## src/rtl/multi_dataflow_package.sv

```systemverilog
// Shared types for the multi_dataflow tile scheduler.
//   SCHED_ADDR_W / SCHED_CNT_W : widths the config/flag structs are built from;
//                                the scheduler's ADDR_W / CNT_W default to these
//   sched_state_t  : scheduler FSM states
//   ctrl_sched_t   : job configuration latched on start
//   flags_sched_t  : status flags exported by the scheduler
package multi_dataflow_package;

  localparam int SCHED_ADDR_W = 32;
  localparam int SCHED_CNT_W  = 16;

  typedef enum logic [2:0] {
    IDLE,
    ISSUE,
    COMPUTE,
    DRAIN,
    DONE
  } sched_state_t;

  typedef struct packed {
    logic [SCHED_CNT_W-1:0]  n_tiles;
    logic [SCHED_ADDR_W-1:0] in_base;
    logic [SCHED_ADDR_W-1:0] out_base;
    logic [SCHED_ADDR_W-1:0] in_stride;
    logic [SCHED_ADDR_W-1:0] out_stride;
    logic [SCHED_CNT_W-1:0]  cnt_limit;
  } ctrl_sched_t;

  typedef struct packed {
    logic                   busy;
    logic                   done;
    logic [SCHED_CNT_W-1:0] tile_idx;
  } flags_sched_t;

endpackage

```

## src/rtl/multi_dataflow_tile_addr.sv

```systemverilog
// Per-tile address generator: two offset accumulators plus base adders.
//   clk_i        : clock
//   clear_i      : synchronous clear of both offsets (reset or soft clear)
//   init_i       : zero both offsets at the start of a job
//   step_i       : advance both offsets by their stride (next tile)
//   in/out_base_i, in/out_stride_i : latched job configuration
//   in/out_addr_o: base + offset, wrapping modulo 2^ADDR_W
module multi_dataflow_tile_addr #(
  parameter int ADDR_W = 32
) (
  input  logic              clk_i,
  input  logic              clear_i,
  input  logic              init_i,
  input  logic              step_i,
  input  logic [ADDR_W-1:0] in_base_i,
  input  logic [ADDR_W-1:0] out_base_i,
  input  logic [ADDR_W-1:0] in_stride_i,
  input  logic [ADDR_W-1:0] out_stride_i,
  output logic [ADDR_W-1:0] in_addr_o,
  output logic [ADDR_W-1:0] out_addr_o
);

  logic [ADDR_W-1:0] in_off, out_off;

  always_ff @(posedge clk_i) begin
    if (clear_i || init_i) begin
      in_off  <= '0;
      out_off <= '0;
    end else if (step_i) begin
      in_off  <= in_off + in_stride_i;
      out_off <= out_off + out_stride_i;
    end
  end

  // Carry out of the top bit is dropped on purpose: addresses wrap silently.
  assign in_addr_o  = in_base_i + in_off;
  assign out_addr_o = out_base_i + out_off;

endmodule

```

## src/rtl/multi_dataflow_tile_sched.sv

```systemverilog
// Multi-tile job scheduler between the slave register file and the
// streamer/engine. One start runs n_tiles back-to-back tiles.
//   clk_i, rst_ni (sync, active low), clear_i (sync soft clear)
//   start_i + config (n_tiles, in/out base, in/out stride, cnt_limit)
//   in/out_ready_start_i : streamer ready flags
//   eng_cnt_i            : engine output counter
//   in/out_req_start_o, eng_start_o : one-cycle tile launch (Mealy)
//   in/out_base_addr_o   : current tile base addresses
//   eng_clear_o          : engine counter clear (IDLE, DONE, tile advance)
//   tile_idx_o, busy_o   : status
//   done_o, evt_o        : registered one-cycle job completion
// ADDR_W / CNT_W must match the package struct widths (the defaults).
module multi_dataflow_tile_sched
  import multi_dataflow_package::*;
#(
  parameter int ADDR_W = SCHED_ADDR_W,
  parameter int CNT_W  = SCHED_CNT_W
) (
  input  logic              clk_i,
  input  logic              rst_ni,
  input  logic              clear_i,
  input  logic              start_i,
  input  logic [CNT_W-1:0]  n_tiles_i,
  input  logic [ADDR_W-1:0] in_base_i,
  input  logic [ADDR_W-1:0] out_base_i,
  input  logic [ADDR_W-1:0] in_stride_i,
  input  logic [ADDR_W-1:0] out_stride_i,
  input  logic [CNT_W-1:0]  cnt_limit_i,
  input  logic              in_ready_start_i,
  input  logic              out_ready_start_i,
  input  logic [CNT_W-1:0]  eng_cnt_i,
  output logic              in_req_start_o,
  output logic              out_req_start_o,
  output logic [ADDR_W-1:0] in_base_addr_o,
  output logic [ADDR_W-1:0] out_base_addr_o,
  output logic              eng_start_o,
  output logic              eng_clear_o,
  output logic [CNT_W-1:0]  tile_idx_o,
  output logic              busy_o,
  output logic              done_o,
  output logic              evt_o
);

  sched_state_t     state;
  ctrl_sched_t      cfg;
  flags_sched_t     flags;
  logic [CNT_W-1:0] tile_idx;
  logic             done_q;

  logic kill, rdy, last, accept, issue_fire, drain_step;

  assign kill       = !rst_ni || clear_i;
  assign rdy        = in_ready_start_i & out_ready_start_i;
  assign last       = (tile_idx == cfg.n_tiles - CNT_W'(1));
  assign accept     = (state == IDLE) && start_i && (n_tiles_i != '0);
  assign issue_fire = (state == ISSUE) && rdy;
  assign drain_step = (state == DRAIN) && rdy && !last;

  always_ff @(posedge clk_i) begin
    if (kill) begin
      state    <= IDLE;
      cfg      <= '0;
      tile_idx <= '0;
      done_q   <= 1'b0;
    end else begin
      // done lags the DONE state by one cycle, so a clear during DONE still
      // suppresses it.
      done_q <= (state == DONE);
      case (state)
        IDLE: if (start_i) begin
          if (n_tiles_i != '0) begin
            cfg <= '{n_tiles: n_tiles_i, in_base: in_base_i, out_base: out_base_i,
                     in_stride: in_stride_i, out_stride: out_stride_i,
                     cnt_limit: cnt_limit_i};
            tile_idx <= '0;
            state    <= ISSUE;
          end else begin
            // Empty job: report completion without touching the config.
            state <= DONE;
          end
        end
        ISSUE:   if (rdy) state <= COMPUTE;
        COMPUTE: if (eng_cnt_i == cfg.cnt_limit) state <= DRAIN;
        DRAIN: if (rdy) begin
          if (last) begin
            state <= DONE;
          end else begin
            tile_idx <= tile_idx + CNT_W'(1);
            state    <= ISSUE;
          end
        end
        DONE:    state <= IDLE;
        default: state <= IDLE;
      endcase
    end
  end

  multi_dataflow_tile_addr #(.ADDR_W(ADDR_W)) u_addr (
    .clk_i       (clk_i),
    .clear_i     (kill),
    .init_i      (accept),
    .step_i      (drain_step),
    .in_base_i   (cfg.in_base),
    .out_base_i  (cfg.out_base),
    .in_stride_i (cfg.in_stride),
    .out_stride_i(cfg.out_stride),
    .in_addr_o   (in_base_addr_o),
    .out_addr_o  (out_base_addr_o)
  );

  assign flags.busy     = (state != IDLE);
  assign flags.done     = done_q;
  assign flags.tile_idx = tile_idx;

  assign in_req_start_o  = issue_fire;
  assign out_req_start_o = issue_fire;
  assign eng_start_o     = issue_fire;
  assign eng_clear_o     = (state == IDLE) || (state == DONE) || drain_step;
  assign busy_o          = flags.busy;
  assign done_o          = flags.done;
  assign evt_o           = flags.done;
  assign tile_idx_o      = flags.tile_idx;

endmodule
```

## config.mk

```make
export PLATFORM = sky130hd
export DESIGN_NAME = multi_dataflow_tile_sched
export DESIGN_NICKNAME = d
export VERILOG_FILES = /design/src/rtl/multi_dataflow_package.sv /design/src/rtl/multi_dataflow_tile_addr.sv /design/src/rtl/multi_dataflow_tile_sched.sv
export SDC_FILE = /design/constraint.sdc
export NUM_CORES = 1
export LEC_CHECK = 0
export CAP_MARGIN = 40
export CORE_UTILIZATION = 51
export CTS_CLUSTER_DIAMETER = 80
export DETAILED_ROUTE_END_ITERATION = 10
export GPL_ROUTABILITY_DRIVEN = 0
export MAX_ROUTING_LAYER = met4
export PLACE_DENSITY = 0.83
export RECOVER_POWER = 25
export SLEW_MARGIN = 20
export SYNTH_ARGS = -nofsm -noshare
export SYNTH_HDL_FRONTEND = slang
export SYNTH_HIERARCHICAL = 1
export SYNTH_SLANG_ARGS = --single-unit
```

## constraint.sdc

```tcl
create_clock -name clk_i -period 4.15 [get_ports clk_i]
set_clock_uncertainty 0.2 [all_clocks]
set_input_delay 0.83 -clock clk_i [delete_from_list [all_inputs] [get_ports clk_i]]
set_output_delay 0.83 -clock clk_i [all_outputs]
set_load 0.01 [all_outputs]
```

Word-level counts from Yosys, hierarchy flattened
Index checks and enable logic that the tools add are counted.

Register bits: 244. Input bits: 182. Output and inout port bits: 87. Word-level logic and storage cells: 60.

$add $sub $neg: 6. Eq/ne operators: 12. Muxes and demuxes: 12. Bitwise logic cells: 1. Reductions and logical operators: 18.

Operator list (count): 32-bit adder (4); 16-bit 2-to-1 mux (4); 16-bit equality test (2); 16-bit case mux with 2 select lines (1); 3-bit 2-to-1 mux (6); 16-bit by 1-bit adder with 16-bit output, second input constant (1); 16-bit nonzero test (1); 16-bit by 1-bit subtractor with 16-bit output, second input constant (1); 2-bit != test, second input constant (6); 3-bit case mux with 4 select lines (1); 3-bit by 2-bit equality test with 1-bit output, second input constant (2); 1-bit logical AND (5); 5-bit AND reduction (1); 1-bit logical OR (4); 4-bit AND reduction (1); 3-bit by 1-bit equality test with 1-bit output, second input constant (1); 3-bit equality test, second input constant (1); 3-bit zero test (1); 3-bit AND reduction (1); 3-bit nonzero test (1); 1-bit zero test (2); 2-bit nonzero test (1); 1-bit AND (1).

Depth between registers and ports, before layout
Gate-level depths: netlist (run 1).

Depth in word-level cells: 5. Depth in mapped cells: 14. Depth with buffers taken out: 13.

Hierarchy
The synthesis (run 1) kept the hierarchy.

By module, submodules not included: multi_dataflow_tile_addr (instances 1, cells an instance 1098, area each 8453.1 sq um, seq. area each 1281.2 sq um); multi_dataflow_tile_sched (instances 1, cells an instance 935, area each 7255.7 sq um, seq. area each 3603.5 sq um).

Worst setup path after synthesis (run 1)
Ideal clock, no wire load.

Kind: reg-to-output. From: register cfg[144] (netlist name). To: output port eng_clear_o. Arrival: 2837 ps. Required time: 3120 ps. Path slack: 283 ps. Cell stages (with the launch flop): 10. Buffers on the path: 0. Cell sequence: dfxtp_1 > inv_1 > ha_1 > or4b_2 > nor4_1 > xnor2_1 > nand4b_4 > or4_1 > and2_1 > or2_2.

Longest elaborated chain between the ends: 5.

RTL lines: start, declared (RTL line multi_dataflow_tile_sched.sv:45) `ctrl_sched_t cfg;`; start signal, assigned (RTL line multi_dataflow_tile_sched.sv:72) `cfg <= '{n_tiles: n_tiles_i, in_base: in_base_i, out_base: out_base_i,`; 16-bit by 1-bit subtractor with 16-bit output (RTL line multi_dataflow_tile_sched.sv:54) `assign last = (tile_idx == cfg.n_tiles - CNT_W'(1));`; 16-bit equality test (RTL line multi_dataflow_tile_sched.sv:54); 1-bit zero test (RTL line multi_dataflow_tile_sched.sv:57) `assign drain_step = (state == DRAIN) && rdy && !last;`; 1-bit logical AND (RTL line multi_dataflow_tile_sched.sv:57); named net drain_step (RTL line multi_dataflow_tile_sched.sv:50) `logic kill, rdy, last, accept, issue_fire, drain_step;`; 1-bit logical OR (RTL line multi_dataflow_tile_sched.sv:118) `assign eng_clear_o = (state == IDLE) || (state == DONE) || drain_step;`; end, declared (RTL line multi_dataflow_tile_sched.sv:37) `output logic eng_clear_o,`.

The timed path passes the listed nets, and every way through them passes these cells.

Worst setup path after layout (run 1)
From: register u_addr.out_off[0]. To: output port out_base_addr_o[30].

Longest elaborated chain between the ends: 1.

RTL lines: start, declared (RTL line multi_dataflow_tile_addr.sv:23) `logic [ADDR_W-1:0] in_off, out_off;`; start signal, assigned (RTL line multi_dataflow_tile_addr.sv:31) `out_off <= out_off + out_stride_i;`; 32-bit adder (RTL line multi_dataflow_tile_addr.sv:37) `assign out_addr_o = out_base_i + out_off;`; end, declared (RTL line multi_dataflow_tile_sched.sv:35) `output logic [ADDR_W-1:0] out_base_addr_o,`.

No other way between the ends.

==> summary.md, run 1 <==
| Metric | Value |
|---|---|
| Fin crit period | `4.454 ns` |
| DR pass1 iterations | `9` |
| Synth warn | `6` |
| GRT Overall Usage | `29.75%` |
| Commonest cells after routing, fill and taps aside | `nand2_1, a21oi_1, dfxtp_1, clkdlybuf4s50_1, nor2_1` |
| Ratio of cells with drive above 1 in the final layout | `14.14%` |
| Final net count | `2659` |
| H-tree lvl count | `1` |
| Post-synth top flop | `dfxtp_1` |
| Number of flops mapped to enable cells by yosys | `0` |
| Routed via count | `16.37k` |
| Post-synthesis compound-gate area fraction | `22.61%` |
| Util after Layout | `70.00%` |
| Num rows | `63` |
| Cell area after synthesis | `15710 sq um` |
| CTS tree | `yes` |
| Hold_ws | `0.2613 ns` |
| Placed Area | `19200 sq um` |
| Startpoint types | `flop` |
| Post-placement setup slack | `-0.4972 ns` |
| Mapped Cells | `2033` |
| Critical Path, Cell by Cell | `ha_4, fa_2, a211oi_2, o21ai_1, a21oi_2, o31a_1, a31oi_4, a311o_1, a21oi_2, o21ai_1, xor2_1, buf_2` |
| Status | `finished with violations` |
| Comb pwr share | `12.4%` |
| Final Hold Vio Count | `0` |
| Unrepaired setup endpoints after global routing | `true` |
| Total clock sinks | `244` |
| CP max stage delay | `0.36 ns` |
| Io pins | `269` |
| Area grow syn2layout | `33.48%` |
| Pwr/cell area | `271.4 nW/um^2` |
| Fillers | `around 2.3k` |
| Share of power burned in registers | `42.7%` |
| Adder-cell area share of the yosys netlist | `10.55%` |
| Setup violations, final | `22` |
| Top-area cell type share of the netlist area | `31.10%` |
| Yosys cell types | `85` |
| Leak | `8.860 nW` |
| Clock buffer depth | `3` |
| Initial antenna violation count | `2` |
| Die area | `31510 sq um` |
| Largest net degree at the start of global routing | `between 150 and 200` |
| Worst Setup End Kind | `primary output` |
| Commonest non-fill, non-tap cell in the layout | `nand2_1` |
| Post-Syn Nets | `2345` |
| Max Cap Viol | `1` |
| Fin. max-slew vios | `165` |
| # DRC | `0` |
| Mux cell area share after synthesis | `2.230%` |
| R2r worst-path depth | `14` |
| Synth Area in XOR/XNOR | `8.307%` |
| Sequential area share after synthesis | `a little over 30%` |
| Total Wirelength | `between 40 and 50 mm` |
| Period utilization | `107.3%` |
| Required @ worst endpoint | `3.12 ns` |
| Fin Setup TNS | `-3.309 ns` |
| Post-synth ARST share | `0%` |
| Synth top area cells | `dfxtp_1, ha_1, nand2_1` |
| CTS clk-pin slew, worst paths | `0.06 ns` |
| Slew Limit Headroom | `-29.54%` |
| Total CTS buffers | `28` |
| Kind of critical path | `reg -> out` |
| Mean post-synth cell area | `7.727 sq um` |
| Routed len/inst | `~18 um` |
| Worst vdd ir | `0.3548 mV` |
| Die Ht | `177.5 um` |
| Clock Latency Late Sink | `0.55 ns` |
| Vias per cell | `5.926` |
| Initial Utilization | `52.44%` |
| Slowest CP cell | `fa_2` |
| Flops & latches, synth | `244` |
| Area leader, netlist | `dfxtp_1` |
| Worst Hold Class | `reg -> reg` |
| Number of global-route vias before repair | `15.72k` |
| Clock share of power | `approximately 45%` |
| Net Sw Power | `1.410 mW` |
| Antenna viol nets, final | `0` |
| Root buf cell | `clkbuf_16` |
| Arr. time, crit path | `about 3.4 ns` |
| First-pass GRT wire length | `74.82 mm` |
| P_int | `~4.3 mW` |
| Fin area | `roughly 21000 sq um` |
| Fmax | `224.5 MHz` |
| Switching Fraction | `24.78%` |
| Drt initial violations | `1091` |
| Core area | `approximately 30000 sq um` |
| Setup ws final | `-0.3037 ns` |
| Maximum net fanout on the critical path | `3` |
| Largest family of logic cells by synthesized area | `compound AO/OA/AOI/OAI gates` |
| Min-Delay Path Depth | `2` |
| Die X | `between 150 and 200 um` |
| Worst Tran Pin Value | `1.943 ns` |
| Global route overflow | `0` |
| DP Wirelength | `about 33 mm` |
| Simple-Gate Fraction of Synth Area | `a little over a fifth` |
| Violated checks | `max-capacitance violations, max-slew violations, negative setup slack` |
| Port Buffers | `268` |
registers in the layout, indices dropped and copies added, names as in the netlist:
register,flops
cfg,160
done_o,1
state,3
tile_idx_o,16
u_addr/in_off,32
u_addr/out_off,32
final cells by class:
cell class,count,area [sq um],share of cell area [%]
diodes,3,7.507,0.03580
clock buffers,43,818.3,3.903
clock inverters,9,128.9,0.6146
inverters,35,137.6,0.6564
multi-input cells,1661,11030,52.60
flip-flops and latches,244,4918,23.46
well taps,390,488.0,2.327
repair buffers,377,3440,16.40
stage by stage:
step | std cells | power (mW)
floorplan | 2033 | 2.817
global placement | 2680 | 3.139
detailed placement | 2681 | 3.156
CTS | 2744 | 5.709
global route | 2761 | 5.896
finish | 2762 | 5.691
per-layer routing:
layer  vias up  global-route usage (%)  part of all wire [%]
li1       7836                       -                     -
met1      7660                   34.79                    41
met2       724                   51.51                    49
met3       148                   4.027                   6.5
met4         0                   11.40                   3.8
met5         -                       -                     0
worst paths after layout:
kind	startpoint	slack (ns)	end
max	u_addr/out_off[0]	-0.30	out_base_addr_o[30]
min	cfg[21]	0.26	cfg[21]
max reg2reg	cfg[144]	0.11	u_addr/out_off[30]
min reg2reg	cfg[21]	0.26	cfg[21]
power by group through the flow:
| stage | Clock, mW | Sequential, mW | Combinational [mW] |
|---|---|---|---|
| after floorplan | 0 | 2.47 | 0.347 |
| after global placement | 0 | 2.48 | 0.663 |
| after detailed placement | 0 | 2.48 | 0.679 |
| after CTS | 2.59 | 2.43 | 0.692 |
| after global routing | 2.70 | 2.43 | 0.764 |
| final | 2.56 | 2.43 | 0.706 |
synth_stat cells, types with 4 or more instances:
cell type and number:
a211o_1 6, a211oi_1 24, a21o_1 57, a21oi_1 291, a31o_2 6, a31oi_1 15, and2_1 13, and3_1 23
buf_1 11, buf_4 4, clkbuf_1 75, dfxtp_1 244, fa_1 4, ha_1 126, inv_1 33, mux2i_1 35
nand2_1 399, nand2b_1 14, nand3_1 40, nand4_1 24, nor2_1 135, nor2b_1 13, nor3_1 42, nor3b_1 6
nor4_1 14, o211ai_1 10, o21a_1 22, o21ai_0 71, o21ai_1 6, o21bai_1 15, o22ai_1 7, o31ai_1 4
or2_2 7, or3_1 10, or4_1 4, xnor2_1 108, xor2_1 41
critical path, delay by kind of cell (launching register included):
kind / cells / cell delay [ns]
AOI/OAI and AO/OA: 8 / 1.66
DFF: 1 / 0.34
adders and majority gates: 2 / 0.52
xor gates and xnor gates: 1 / 0.20
buffers and inverters: 1 / 0.16
kinds of logic (layout without fill, tap and decap cells):
group	after synthesis	count (layout)
AO/OA/AOI/OAI	583	583
buffers and inverters	128	464
other	0	3
AND/OR/NAND/NOR	764	764
flip-flops	244	244
adder cells (fa/ha/maj)	130	130
XOR/XNOR	149	149
multiplexers	35	35
repair_timing:
item                                    4_1_cts  5_1_grt
pin swaps                                    60       35
endpoints found under the setup margin       51       41
hold buffers                                  0        0
setup buffers                                11       18
cloned                                        0        0
gates resized for setup                     209       83
No activity file was read; power rests on OpenSTA's default activity.
==> inputs of run 2 (changes only) <==
REMOVE_ABC_BUFFERS = 1   (was not set)
==> run 2 against run 1 <==
Compared with the run above: the run still ends with max-capacitance violations, max-slew violations, negative setup slack left; clock power up 5%; fmax down 0.83%; routed wire length up 0.69%; setup slack worse by 0.037 ns; first-iteration DRC count up 24%; sequential power about the same; design area up 1.0%; via count up 1.0%; worst hold slack worse by 0.00099 ns; register-to-register slack better by 0.13 ns; critical path depth up 1; flip-flop and latch count unchanged; highest routed layer unchanged.
==> summary.md, run 2 (same netlist as run 1, synthesis figures left out) <==
| Metric | Value |
|---|---|
| Buffers & Inverters on Critical Path | `3 (was 1)` |
| Unrepaired setup endpoints after global routing | `true (unchanged)` |
| Diode count | `0 (was 3)` |
| DR pass1 iterations | `6 (was 9)` |
| GRT Overall Usage | `30.39% (was 29.75%)` |
| Io pins | `269 (unchanged)` |
| Status | `finished with violations (unchanged)` |
| Clock buffer depth | `3 (unchanged)` |
| Routed via count | `16.54k (was 16.37k)` |
| Vias per cell | `5.957 (was 5.926)` |
| Critical Path, Cell by Cell | `ha_4, fa_2, a211oi_4, o21ai_2, a21oi_1, buf_4, o31a_1, a31oi_4, a311o_1, a21oi_2, buf_4, xnor2_1, buf_2 (was ha_4, fa_2, a211oi_2, o21ai_1, a21oi_2, o31a_1, a31oi_4, a311o_1, a21oi_2, o21ai_1, xor2_1, buf_2)` |
| Placed Area | `19210 sq um (was 19200 sq um)` |
| Global route overflow | `0 (unchanged)` |
| Reg-to-Reg Start | `cfg[148] (was cfg[144])` |
| CP max stage delay | `0.37 ns (was 0.36 ns)` |
| Area grow syn2layout | `34.87% (was 33.48%)` |
| Arr. time, crit path | `3.46 ns (was 3.42 ns)` |
| # DRC | `0 (unchanged)` |
| Setup ws final | `-0.3407 ns (was -0.3037 ns)` |
| Commonest cells after routing, fill and taps aside | `nand2_1, a21oi_1, dfxtp_1, clkdlybuf4s50_1, nor2_1 (unchanged)` |
| Top layer reached by signal wires | `met4 (unchanged)` |
| Clock Latency Late Sink | `0.55 ns (about the same)` |
| Met2 wire len | `23.77 mm (was 23.92 mm)` |
| Worst Hold Launch | `cfg[126] (was cfg[21])` |
| Core area | `29950 sq um (unchanged)` |
| Port Buffers | `268 (unchanged)` |
| Drt initial violations | `1353 (was 1091)` |
| Number of global-route vias before repair | `15.91k (was 15.72k)` |
| Regs by FF count | `cfg x160, u_addr/in_off x32, u_addr/out_off x32 (unchanged)` |
| Fmax | `222.7 MHz (was 224.5 MHz)` |
| Max Cap Viol | `1 (unchanged)` |
| Reg2Reg Capture Point | `u_addr/out_off[21] (was u_addr/out_off[30])` |
| Slew Limit Headroom | `-40.16% (was -29.54%)` |
| Worst Tran Pin Value | `2.102 ns (was 1.943 ns)` |
| Maximum net fanout on the critical path | `3 (unchanged)` |
| Hold_ws | `0.2603 ns (was 0.2613 ns)` |
| Kind of critical path | `reg -> out (unchanged)` |
| Setup violations, final | `19 (was 22)` |
| Root buf cell | `clkbuf_16 (unchanged)` |
| Commonest non-fill, non-tap cell in the layout | `nand2_1 (unchanged)` |
| Pwr/cell area | `275.0 nW/um^2 (was 271.4 nW/um^2)` |
| Die X | `177.5 um (unchanged)` |
| Ratio of cells with drive above 1 in the final layout | `15.30% (was 14.14%)` |
| Die area | `31510 sq um (unchanged)` |
| Min-Delay Path Depth | `2 (unchanged)` |
| Fillers | `2176 (was 2257)` |
| Violated checks | `max-capacitance violations, max-slew violations, negative setup slack (unchanged)` |
| First-pass GRT wire length | `76.53 mm (was 74.82 mm)` |
| Cts-stage hold buffer count | `0 (unchanged)` |
| Initial antenna violation count | `0 (was 2)` |
| Fin. max-slew vios | `166 (was 165)` |
| Largest net degree at the start of global routing | `166 (was 165)` |
| Antenna viol nets, final | `0 (unchanged)` |
| Total Wirelength | `49.24 mm (was 48.91 mm)` |
| Num rows | `63 (unchanged)` |
| Worst Hold Class | `reg -> reg (unchanged)` |
| Fin Setup TNS | `-2.685 ns (was -3.309 ns)` |
| Fin area | `21190 sq um (was 20970 sq um)` |
| Reg with most FFs | `cfg (unchanged)` |
| Worst hold endpoint | `cfg[126] (was cfg[21])` |
| Required @ worst endpoint | `3.12 ns (about the same)` |
| Worst vdd ir | `0.3254 mV (was 0.3548 mV)` |
| Util after Layout | `70.73% (was 70.00%)` |
| Inst Count DP | `2681 (unchanged)` |
| Total clock sinks | `244 (unchanged)` |
| Most common cell on crit path | `buf_4` |
| CTS clk-pin slew, worst paths | `0.06 ns (about the same)` |
| Final Hold Vio Count | `0 (unchanged)` |
| Startpoint types | `flop (unchanged)` |
| Period utilization | `108.2% (was 107.3%)` |
| Slowest CP cell | `fa_2 (unchanged)` |
| FF-to-FF setup slack | `0.24 ns (was 0.11 ns)` |
| Non-Filler Instances | `2776 (was 2762)` |
| H-tree lvl count | `1 (unchanged)` |
| Die Ht | `177.5 um (unchanged)` |
| M1 WL | `20.27 mm (was 19.95 mm)` |
| R2r worst-path depth | `15 (was 14)` |
| Routed len/inst | `17.74 um (was 17.71 um)` |
| Total CTS buffers | `28 (unchanged)` |
| DP Wirelength | `33.14 mm (was 32.69 mm)` |
| CTS tree | `yes (unchanged)` |
| Post-placement setup slack | `-0.4708 ns (was -0.4972 ns)` |
| Largest delay share family, worst path | `compound AO/OA/AOI/OAI gates (unchanged)` |
| Worst Setup End Kind | `primary output (unchanged)` |
| Initial Utilization | `52.44% (unchanged)` |
| Leak | `9.033 nW (was 8.860 nW)` |
| Sequential cell area | `4926 sq um (was 4918 sq um)` |
| Final net count | `2676 (was 2659)` |
| WL met3 | `3.156 mm (was 3.188 mm)` |
| Total power draw | `5.827 mW (was 5.691 mW)` |
| Fin crit period | `4.491 ns (was 4.454 ns)` |
| Number of flip-flops in the largest register | `160 (unchanged)` |
| Multi-input combinational cell area | `11050 sq um (was 11030 sq um)` |
==> run 2: report_power, final <==
part	total (mW)	leakage, nW	internal [mW]	switching, mW
sequential	2.43	1.99	2.39	0.0377
combinational	0.722	6.54	0.350	0.372
clock	2.68	0.498	1.66	1.01
total	5.83	9.03	4.41	1.42
==> run 2: how the worst max path moves through the flow <==
stage / to / depth (start not counted) / start / slack, ns
floorplan: u_addr/in_off[26] / 8 / n_tiles_i[0] / -3.93
finish: out_base_addr_o[26] / 13 / u_addr/out_off[0] / -0.34
global route: out_base_addr_o[26] / 13 / u_addr/out_off[0] / -0.45
CTS: in_base_addr_o[30] / 12 / cfg[112] / -0.24
global placement: out_base_addr_o[30] / 13 / cfg[80] / -0.52
detailed placement: out_base_addr_o[30] / 13 / cfg[80] / -0.47
==> run 2: layer usage <==
metal,vias up,global-route usage (%)
met5,-,-
met4,0,12.07
met3,181,3.899
met2,745,51.37
met1,7761,36.53
li1,7850,-
==> run 2: layout make-up <==
class / count / area share, %
clock buffers: 43 / 4.051
clock inverters: 9 / 0.7028
inverters: 35 / 0.6555
multi-input cells: 1661 / 52.14
flip-flops and latches: 244 / 23.25
well taps: 390 / 2.303
repair buffers: 394 / 16.90
==> run 2: worst register-to-register path, cell delays in order (launching register included) <==
cell	delay [ns]
dfxtp_2	0.33
buf_4	0.14
or3_4	0.44
buf_4	0.18
or2_2	0.32
a221o_1	0.32
o211ai_1	0.14
or4_4	0.20
and2_4	0.16
buf_8	0.24
buf_16	0.28
inv_4	0.14
buf_4	0.22
nor4b_1	0.31
mux2i_1	0.13
o221ai_1	0.08
==> run 2: timing repair <==
| item | 4_1_cts | 5_1_grt |
|---|---|---|
| endpoints found under the setup margin | 54 | 59 |
| pin swaps | 65 | 37 |
| resized for setup | 222 | 104 |
| buffers inserted | 34 | 18 |
==> inputs of run 3 (changes only) <==
CORE_MARGIN = 2   (was not set)
==> run 3 against run 2 <==
Compared with the run above: clock power about the same; combinational power decreased by 1%; cell count about the same; the run still ends with max-capacitance violations, max-slew violations, negative setup slack left; critical path type unchanged; worst hold slack improved by 0.0012 ns; die area increased by 2.3%; largest cell class unchanged; register-to-register slack got worse by 0.23 ns.
==> summary.md, run 3 (same netlist as run 1, synthesis figures left out) <==
| Metric | Value |
|---|---|
| Status | `finished with violations (unchanged)` |
| Violated checks | `max-capacitance violations, max-slew violations, negative setup slack (unchanged)` |
| Unrepaired setup endpoints after global routing | `true (unchanged)` |
| Antenna viol nets, final | `0 (unchanged)` |
| Fin. max-slew vios | `55 (was 166)` |
| Startpoint types | `flop (unchanged)` |
| Routed len/inst | `17.44 um (was 17.74 um)` |
| Initial antenna violation count | `1 (was 0)` |
| Period utilization | `106.5% (was 108.2%)` |
| R2r worst-path depth | `10 (was 15)` |
| Setup ws final | `-0.2694 ns (was -0.3407 ns)` |
| Largest delay share family, worst path | `compound AO/OA/AOI/OAI gates (unchanged)` |
| Initial Utilization | `51.62% (was 52.44%)` |
| Core area | `30430 sq um (was 29950 sq um)` |
| Maximum net fanout on the critical path | `3 (unchanged)` |
| Die area | `32220 sq um (was 31510 sq um)` |
| Inst Count DP | `2681 (unchanged)` |
| Hold_ws | `0.2614 ns (was 0.2603 ns)` |
| Setup violations, final | `24 (was 19)` |
| Die Ht | `179.5 um (was 177.5 um)` |
| CP max stage delay | `0.37 ns (about the same)` |
| Non-Filler Instances | `2777 (was 2776)` |
| Worst Hold Class | `reg -> reg (unchanged)` |
| CTS tree | `yes (unchanged)` |
| Drt initial violations | `1387 (was 1353)` |
| Num rows | `64 (was 63)` |
| Area grow syn2layout | `33.86% (was 34.87%)` |
| Min-Delay Path Depth | `2 (unchanged)` |
| Worst vdd ir | `0.2821 mV (was 0.3254 mV)` |
| Post-placement setup slack | `-0.5756 ns (was -0.4708 ns)` |
| Worst Tran Pin Value | `2.113 ns (was 2.102 ns)` |
| Worst Setup End Kind | `primary output (unchanged)` |
| Ratio of cells with drive above 1 in the final layout | `14.66% (was 15.30%)` |
| # DRC | `0 (unchanged)` |
| Io pins | `269 (unchanged)` |
| Total CTS buffers | `28 (unchanged)` |
| CTS clk-pin slew, worst paths | `0.06 ns (about the same)` |
| Routed via count | `16.44k (was 16.54k)` |
| Number of flip-flops in the largest register | `160 (unchanged)` |
| Slew Limit Headroom | `-40.84% (was -40.16%)` |
| Fmax | `226.3 MHz (was 222.7 MHz)` |
| Global route overflow | `0 (unchanged)` |
| Total clock sinks | `244 (unchanged)` |
| Buffers & Inverters on Critical Path | `1 (was 3)` |
| Root buf cell | `clkbuf_16 (unchanged)` |
| H-tree lvl count | `1 (unchanged)` |
| Kind of critical path | `reg -> out (unchanged)` |
| Leak | `8.989 nW (was 9.033 nW)` |
| Reg with most FFs | `cfg (unchanged)` |
| DR pass1 iterations | `5 (was 6)` |
| Commonest non-fill, non-tap cell in the layout | `nand2_1 (unchanged)` |
| Vias per cell | `5.920 (was 5.957)` |
| Slowest CP cell | `fa_2 (unchanged)` |
| Largest net degree at the start of global routing | `95 (was 166)` |
| First-pass GRT wire length | `76.04 mm (was 76.53 mm)` |
| Number of global-route vias before repair | `16.00k (was 15.91k)` |
| Required @ worst endpoint | `3.12 ns (about the same)` |
| Regs by FF count | `cfg x160, u_addr/in_off x32, u_addr/out_off x32 (unchanged)` |
| Clock Latency Late Sink | `0.55 ns (about the same)` |
| Cts-stage hold buffer count | `0 (unchanged)` |
| Fin Setup TNS | `-2.442 ns (was -2.685 ns)` |
| Arr. time, crit path | `3.39 ns (was 3.46 ns)` |
| GRT Overall Usage | `28.30% (was 30.39%)` |
| Max Cap Viol | `2 (was 1)` |
| Final Hold Vio Count | `0 (unchanged)` |
| Die X | `179.5 um (was 177.5 um)` |
| Commonest cells after routing, fill and taps aside | `nand2_1, a21oi_1, dfxtp_1, clkdlybuf4s50_1, nor2_1 (unchanged)` |
| Instance count on the critical path | `12 (was 13)` |
| Pwr/cell area | `277.7 nW/um^2 (was 275.0 nW/um^2)` |
| DP Wirelength | `32.59 mm (was 33.14 mm)` |
| Port Buffers | `268 (unchanged)` |
| Total Wirelength | `48.44 mm (was 49.24 mm)` |
| Fin crit period | `4.419 ns (was 4.491 ns)` |
| Most common cell on crit path | `a21oi_2 (was buf_4)` |
| Clock buffer depth | `3 (unchanged)` |
| Final net count | `2671 (was 2676)` |
| Critical Path, Cell by Cell | `ha_4, fa_2, a211oi_4, o21ai_2, a21oi_2, o31a_1, a31oi_2, a311o_1, a21oi_2, o21ai_1, xor2_1, buf_2 (was ha_4, fa_2, a211oi_4, o21ai_2, a21oi_1, buf_4, o31a_1, a31oi_4, a311o_1, a21oi_2, buf_4, xnor2_1, buf_2)` |
run 3: cell types whose count changed in the layout (fill, tap and decap cells not counted), moves of 4 or more:
cell and change:
clkinvlp_4 +5, dfxtp_1 +4, nor4_4 -4, buf_4 -9, clkbuf_1 -5
run 3: metal layers:
| layer | part of all wire, % | GRT usage (%) |
|---|---|---|
| met5 | 0 | - |
| met4 | 3.8 | 10.63 |
| met1 | 42 | 34.40 |
| met3 | 6.7 | 3.707 |
| met2 | 48 | 47.86 |
run 3: what timing repair did:
| item | in CTS | in global routing |
|---|---|---|
| cloned | 0 | 0 |
| endpoints found under the setup margin | 46 | 45 |
| hold endpoints to repair | 0 | 0 |
| buffers inserted | 30 | 21 |
| pin swaps | 59 | 51 |
| gates resized for setup | 229 | 70 |
run 3: stage by stage:
stage          util (%)  area (sq um)  total power, mW
2_1_floorplan         -         15330            2.808
3_3_place_gp      62.82         19120            3.143
3_5_place_dp      62.91         19140            3.156
4_1_cts           67.95         20680            5.854
5_1_grt           69.10         21030            6.039
6_report          69.10         21030            5.839
run 3: where the power goes:
group	switching (mW)	leakage (nW)	internal, mW
registers	0.0373	1.99	2.39
logic	0.360	6.51	0.352
clock network	1.06	0.485	1.64
run 3: worst reg2reg max path, delay by kind of cell, from the launching register on:
kind,cells,cell delay (ns)
simple gates,4,2.50
compound gates,4,0.78
flops,1,0.33
buf+inv,2,0.28
run 3: worst paths after layout:
check | slack [ns] | to | startpoint
worst min register to register | 0.26 | cfg[125] | cfg[125]
worst max-delay path | -0.27 | out_base_addr_o[30] | u_addr/out_off[0]
worst min-delay path | 0.26 | cfg[125] | cfg[125]
worst max register to register | 0.01 | tile_idx_o[13] | cfg[147]
run 3: cell type report:
type	instances	area [sq um]
well taps	396	495.5
flip-flops and latches	244	4918
clock inverters	17	241.5
fillers	2319	9402
diodes	1	2.502
multi-input cells	1661	10910
clock buffers	34	773.2
repair buffers	389	3550
inverters	35	135.1
==> RTL change: new RTL, settings of run 1 <==
The 5 states of `sched_state_t` get a Gray code encoding in 3 bits.
--- a/src/rtl/multi_dataflow_package.sv
+++ b/src/rtl/multi_dataflow_package.sv
@@ -10,11 +10,11 @@
   localparam int SCHED_CNT_W  = 16;
 
   typedef enum logic [2:0] {
-    IDLE,
-    ISSUE,
-    COMPUTE,
-    DRAIN,
-    DONE
+    IDLE    = 3'b000,
+    ISSUE   = 3'b001,
+    COMPUTE = 3'b011,
+    DRAIN   = 3'b010,
+    DONE    = 3'b110
   } sched_state_t;
 
   typedef struct packed {
Formal check against the unedited RTL: same outputs for any inputs over 4 cycles, from zero or initial values; so few cycles prove little.
==> RTL change against run 1 <==
The flow still finishes with violations (capacitance limit, slew limit, setup timing). Area after synthesis grew 0.55%. Combinational power down 2%. Design area down 0.62%. Global-route usage down 0.59 points. Wire length fell by 3.6%. Worst hold slack worse by 1.1 ps. Synthesized cell count hardly changed. Setup slack better by 93 ps. Total power is 0.37% higher. Sequential cell count did not move. Fmax is 2.1% higher. Non-clock buffer count fell by 6. Register-to-register slack improved by 360 ps. Critical endpoint is now in_base_addr_o[30]. Largest cell class unchanged. Largest power group unchanged. Highest routed layer unchanged.
==> RTL change: results (changes against run 1) <==
All-Layer GR Usage=29.2% (-0.59 points); worst-margin pin slew=1900 ps (-46.7 ps); top cells by count, synth=nand2_1 (407), a21oi_1 (283), dfxtp_1 (244), ha_1 (126), nor2_1 (123); max incr delay on CP=380 ps (+20 ps); top cells by area, synth=dfxtp_1 (31%), ha_1 (10%), nand2_1 (9.7%); area share of fa/ha/maj cells after synthesis=10.5% (-0.058 points); largest net degree at the start of global routing=161 (-2.4%); area fraction in compound gates after synthesis=22.7% (+0.11 points); Syn Area/Cell=7.77 µm² (+0.60%); Peak VDD IR=0.244 mV (-31%); failing checks=capacitance limit, slew limit, setup timing; nonclk buf count=371 (-1.6%); register area share after synthesis=30.9% (-0.17 points); Synth Net Count=2,344 (-0.043%); Final setup viols=15 (-32%); final-stage net count=2,644 (-0.56%); worst-path fanout max=2 (-1); Switching Power=1.39 mW (-1.2%); fin area=20,800 µm² (-0.62%); Metal-1 WL=19.2 mm (-3.8%); Synth Area in XOR/XNOR=8.04% (-0.27 points); Die W=178 µm (+0.27%); Register Area=4910 µm² (about the same); pre-CTS worst setup slack=-525 ps (-28.2 ps); initial antenna violation count=1 (-1); mux cell area share after synthesis=2.61% (+0.38 points); Setup Buffers After CTS=23 (+12); number of global-route vias before repair=15,500 (-1.6%); clk_lat worst skew=530 ps (-20 ps); Final WS setup=-210 ps (+93.3 ps); status=finished, violations left; final-layout clock-cell area share=4.60% (+0.082 points); Worst EP arrival=3330 ps (-90 ps); met3 wire length=3.10 mm (-2.7%); TNS Setup=-1690 ps (+1620 ps); Post-Layout Cell Count=2,748 (-0.51%); Max Cap Viol=1 (unchanged); DR vias/cell=5.86 (-1.2%); Detail Placement HPWL=32.3 mm (-1.0%); Slew Limit Fails=161 (-2.4%); DRT iter0 DRCs=1,104 (+1.2%)
## RTL change: cell count changes in the layout (fill, tap and decap cells not counted), sizes merged, moves of 8 or more
cell	delta
o21ai	+10
nand2	+8
nor2	-12
buf	-10
inv	-8
## RTL change: metal layers
layer  up-vias  global-route usage (%)
met2       620                    50.9
met1      7536                    34.3
met3       144                    3.30
li1       7795                       -
met4         0                    10.9
met5         -                       -
## RTL change: critical path, delay by kind of cell, from the launching register on
kind                       cells  cell delay (ps)
xor gates and xnor gates       1              140
AOI/OAI and AO/OA              8             1640
buffers and inverters          1              150
DFF                            1              340
adders and majority gates      2              540
## RTL change: path summary, 6_finish.rpt
| check | from | end | slack [ps] | cells after the start |
|---|---|---|---|---|
| worst max-delay path | u_addr/in_off[0] | in_base_addr_o[30] | -210 | 12 |
| worst max register to register | cfg[145] | u_addr/in_off[26] | 470 | 14 |
| worst min-delay path | cfg[72] | cfg[72] | 260 | 2 |
| worst min register to register | cfg[72] | cfg[72] | 260 | 2 |
